<file path="src/rtl/encoder_pkg.sv">
// Shared types and constants for the 4-to-2 priority encoder.
// Optional multi-hot detection is controlled by ENC_MULTIHOT_ERR_EN.
package encoder_pkg;

    localparam int unsigned IN_W  = 4;
    localparam int unsigned OUT_W = 2;

    typedef logic [IN_W-1:0]  enc_in_t;
    typedef logic [OUT_W-1:0] enc_idx_t;

    localparam enc_idx_t IDX_NONE = 2'b00;

    // True when more than one request bit is set (clearing the lowest set bit leaves something).
    function automatic logic is_multi_hot(input enc_in_t a);
        return (a & (a - enc_in_t'(1))) != '0;
    endfunction

endpackage

</file>
<file path="src/rtl/encoder_4to2_core.sv">
// Combinational MSB-priority encode of the request vector into next-state values.
// The multi_hot_next output exists only when ENC_MULTIHOT_ERR_EN is defined.
module encoder_4to2_core
    import encoder_pkg::*;
(
    input  logic [IN_W-1:0]  A,
    output logic [OUT_W-1:0] y_next,
    output logic             valid_next
`ifdef ENC_MULTIHOT_ERR_EN
    ,
    output logic             multi_hot_next
`endif
);

    always_comb begin
        y_next     = IDX_NONE;
        valid_next = 1'b0;
        casez (A)
            4'b1???: begin y_next = 2'b11; valid_next = 1'b1; end
            4'b01??: begin y_next = 2'b10; valid_next = 1'b1; end
            4'b001?: begin y_next = 2'b01; valid_next = 1'b1; end
            4'b0001: begin y_next = 2'b00; valid_next = 1'b1; end
            default: begin y_next = IDX_NONE; valid_next = 1'b0; end
        endcase
    end

`ifdef ENC_MULTIHOT_ERR_EN
    always_comb begin
        multi_hot_next = is_multi_hot(A);
    end
`endif

endmodule

</file>
<file path="src/rtl/encoder_4to2_behav.sv">
// Registered 4-to-2 priority encoder with valid flag; async active-high reset.
// Define ENC_MULTIHOT_ERR_EN to add the registered multi_hot output.
module encoder_4to2_behav
    import encoder_pkg::*;
(
    input  logic             clk,
    input  logic             rst,
    input  logic [IN_W-1:0]  A,
    output logic [OUT_W-1:0] Y,
    output logic             valid
`ifdef ENC_MULTIHOT_ERR_EN
    ,
    output logic             multi_hot
`endif
);

    enc_idx_t y_next;
    logic     valid_next;

`ifdef ENC_MULTIHOT_ERR_EN
    logic     multi_hot_next;
`endif

    encoder_4to2_core u_core (
        .A              (A),
        .y_next         (y_next),
        .valid_next     (valid_next)
`ifdef ENC_MULTIHOT_ERR_EN
        ,
        .multi_hot_next (multi_hot_next)
`endif
    );

    always_ff @(posedge clk or posedge rst) begin
        if (rst) begin
            Y     <= IDX_NONE;
            valid <= 1'b0;
        end else begin
            Y     <= y_next;
            valid <= valid_next;
        end
    end

`ifdef ENC_MULTIHOT_ERR_EN
    always_ff @(posedge clk or posedge rst) begin
        if (rst) begin
            multi_hot <= 1'b0;
        end else begin
            multi_hot <= multi_hot_next;
        end
    end
`endif

endmodule

</file>
<file path="config.mk">
export PLATFORM = sky130hd
export DESIGN_NAME = encoder_4to2_behav
export DESIGN_NICKNAME = d
export VERILOG_FILES = /design/src/rtl/encoder_pkg.sv /design/src/rtl/encoder_4to2_core.sv /design/src/rtl/encoder_4to2_behav.sv
export SDC_FILE = /design/constraint.sdc
export NUM_CORES = 1
export LEC_CHECK = 0
export ABC_CLOCK_PERIOD_IN_PS = 800
export CAP_MARGIN = 40
export CORE_AREA = 3 3 40 42
export DETAILED_ROUTE_END_ITERATION = 8
export DIE_AREA = 0 0 43 45
export PLACE_DENSITY = 0.33
export RECOVER_POWER = 50
export SYNTH_ARGS = -nofsm -noshare
export SYNTH_HDL_FRONTEND = slang
export SYNTH_SLANG_ARGS = --single-unit
</file>
<file path="constraint.sdc">
create_clock -name clk -period 0.8 [get_ports clk]
set_input_delay 0.16 -clock clk [delete_from_list [all_inputs] [get_ports clk]]
set_output_delay 0.16 -clock clk [all_outputs]
set_load 0.02 [all_outputs]
</file>
==> impl_metrics.env <==
export IMPL_synthesis_area_um2=103
export IMPL_hold_violations=0
export IMPL_slowest_delay_ps=360
export IMPL_drtIter0Drc=1
export IMPL_synth_top_area_share=0.732
export IMPL_grt_pass1_wl_um=462
export IMPL_wl_per_cell_um=6.49
export IMPL_drc=0
export IMPL_cp_max_fo=1
export IMPL_clockBufferDepth=2
export IMPL_cellPowerDensity_nw_per_um2=2130
export IMPL_grt_overflow=0
export IMPL_violations="negative setup slack"
export IMPL_maxCapViolations=0
export IMPL_fmax_ghz=1.14
export IMPL_cp_arrival_ps=720
export IMPL_finalCritPeriodShare=1.10
export IMPL_die_h_um=45
export IMPL_cts_root_buffer="clkbuf_4"
export IMPL_vias_per_cell=2.46
export IMPL_utilization=0.175
export IMPL_wl_um=227
export IMPL_setup_viol_count_final=3
export IMPL_met1_usage=0.0390
export IMPL_worst_path_buf_inv=1
export IMPL_netlist_instances=8
export IMPL_avgSynthCellArea_um2=12.8
export IMPL_hold_path_class="in -> reg"
export IMPL_crit_type="reg -> out"
export IMPL_grt_max_degree=4
export IMPL_async_flop_share=1.00
export IMPL_tritoncts="yes"
export IMPL_cts_htree_levels=1
export IMPL_netlist_top_cells_area="dfrtp_1 (73%), a21o_1 (7.3%), inv_1 (7.3%), or2_1 (6.1%), or3_1 (6.1%)"
export IMPL_diodes=0
export IMPL_tns_ps=-237
export IMPL_final_antenna_net_count=0
export IMPL_ys_ff_latch=3
export IMPL_synthTopCellsByCount="dfrtp_1 (3), inv_1 (2), a21o_1 (1), or2_1 (1), or3_1 (1)"
export IMPL_numPortBuffers=8
export IMPL_clock_sinks=3
export IMPL_syn_to_final_growth_pct=120
export IMPL_grt_util_all_layers=0.0401
export IMPL_status="finished, violations left"
export IMPL_crit_required_ps=640
export IMPL_crit_chain="buf_6"
export IMPL_drive_gt1_frac=0.350
export IMPL_finalWeightedCongestion=0.582
export IMPL_num_rows=13
export IMPL_vias=86
export IMPL_rsz0062_at_grt="true"
export IMPL_synth_flop_cell="dfrtp_1"
export IMPL_slew_viol_final=0
export IMPL_die_area_um2=1940
export IMPL_use_met3=0.0598
export IMPL_yosysMostFrequentCell="dfrtp_1"
export IMPL_core_um2=1280
export IMPL_top_usage_layer="met3"
export IMPL_totalPowerFinal_mw=0.480
export IMPL_endpoint_kind="output pin"
export IMPL_postCtsHoldBufs=0
export IMPL_worstMarginPinSlew_ps=112
export IMPL_min_from="A[2]"
export IMPL_holdPathStages=2
export IMPL_irDropWorstVdd_mv=0.336
export IMPL_dr_pass1_iters=2
export IMPL_n_fill_cell=139
export IMPL_relSlewSlack=0.925
export IMPL_critPathLaunchType="register"
export IMPL_yosys_warnings=0
export IMPL_grtUsageMet2=0.0240
export IMPL_die_w_um=43
export IMPL_clk_pin_slew_worst_paths_ps=40
export IMPL_layout_nets=27
export IMPL_synth_cell_type_count=5
export IMPL_synth_edff_count=0
export IMPL_antenna_found_initial=0
export IMPL_yosys_area_top_type="dfrtp_1"
export IMPL_critPathTopFamily="flip-flops"
export IMPL_place_hpwl_um=163
export IMPL_io_pins=9
export IMPL_post_route_min_period_ps=879
export IMPL_grt_pass1_vias=104
export IMPL_syn_nets=14
export IMPL_whs_endpoint="Y[1]$_DFF_PP0_"
export IMPL_critPathSlowestCell="dfrtp_1"
export IMPL_numCtsBuffers=3
export IMPL_setup_ws_ps=-79.3
export IMPL_yosysSeqAreaShare=0.732
export IMPL_initial_utilization=0.0798
export IMPL_p_leak_nw=0.105
state kept, by name (all words and copies together) (netlist names):
| register | flops |
|---|---|
| valid | 1 |
| Y | 2 |
final cells by class:
class                   instances  area [um2]  share of cell area
repair buffers                  8        77.6               0.344
inverters                       2        7.51              0.0333
clock buffers                   4        26.3               0.117
multi-input cells               3        20.0              0.0889
flip-flops and latches          3        75.1               0.333
well taps                      15        18.8              0.0833
metrics by stage:
stage	area [um2]	hold slack (ps)	instances	setup slack [ps]
finish	225	156	35	-79.3
global route	225	157	35	-117
CTS	230	92.9	35	-93.3
detailed placement	201	335	31	-445
global placement	201	341	31	-431
floorplan	103	-86.4	8	6.03
worst max path at each step:
stage / from / to / slack, ps / depth (start not counted)
floorplan: A[2] / valid$_DFF_PP0_ / 6 / 2
global placement: A[2] / valid$_DFF_PP0_ / -430 / 3
detailed placement: A[2] / valid$_DFF_PP0_ / -440 / 3
CTS: Y[1]$_DFF_PP0_ / Y[1] / -90 / 1
global route: Y[1]$_DFF_PP0_ / Y[1] / -120 / 1
finish: Y[1]$_DFF_PP0_ / Y[1] / -80 / 1
cell usage in the layout (no fill, tap or decap):
cell type        count
or3_1                1
clkbuf_2             1
inv_1                2
dlygate4sd2_1        1
dlygate4sd3_1        1
buf_6                3
a21o_1               1
clkbuf_4             3
clkdlybuf4s50_1      1
or2_1                1
dfrtp_1              3
clkdlybuf4s15_1      1
clkbuf_1             1
kinds of logic after synthesis:
| family | after synthesis | synth area share |
|---|---|---|
| DFF | 3 | 0.732 |
| and+or+nand+nor | 2 | 0.122 |
| buffers and inverters | 2 | 0.0732 |
| AOI/OAI and AO/OA | 1 | 0.0732 |
repair_timing:
item,in CTS,in global routing
gates resized for setup,23,1
endpoints found under the setup margin,4,4
cloned,0,0
pin swaps,2,1
buffers inserted,0,0
report_power, final:
group / internal [mW] / switching [mW]
sequential: 0.160 / 0.00286
combinational: 0.0322 / 0.0215
clock: 0.187 / 0.0767
total: 0.379 / 0.101
layer usage:
layer / part of all wire / up-vias
met2: 0.29 / 9
met3: 0.24 / 0
met1: 0.47 / 29
met5: 0 / -
met4: 0 / 0
li1: - / 48
Note: power is estimated with default switching activity, not from simulation.
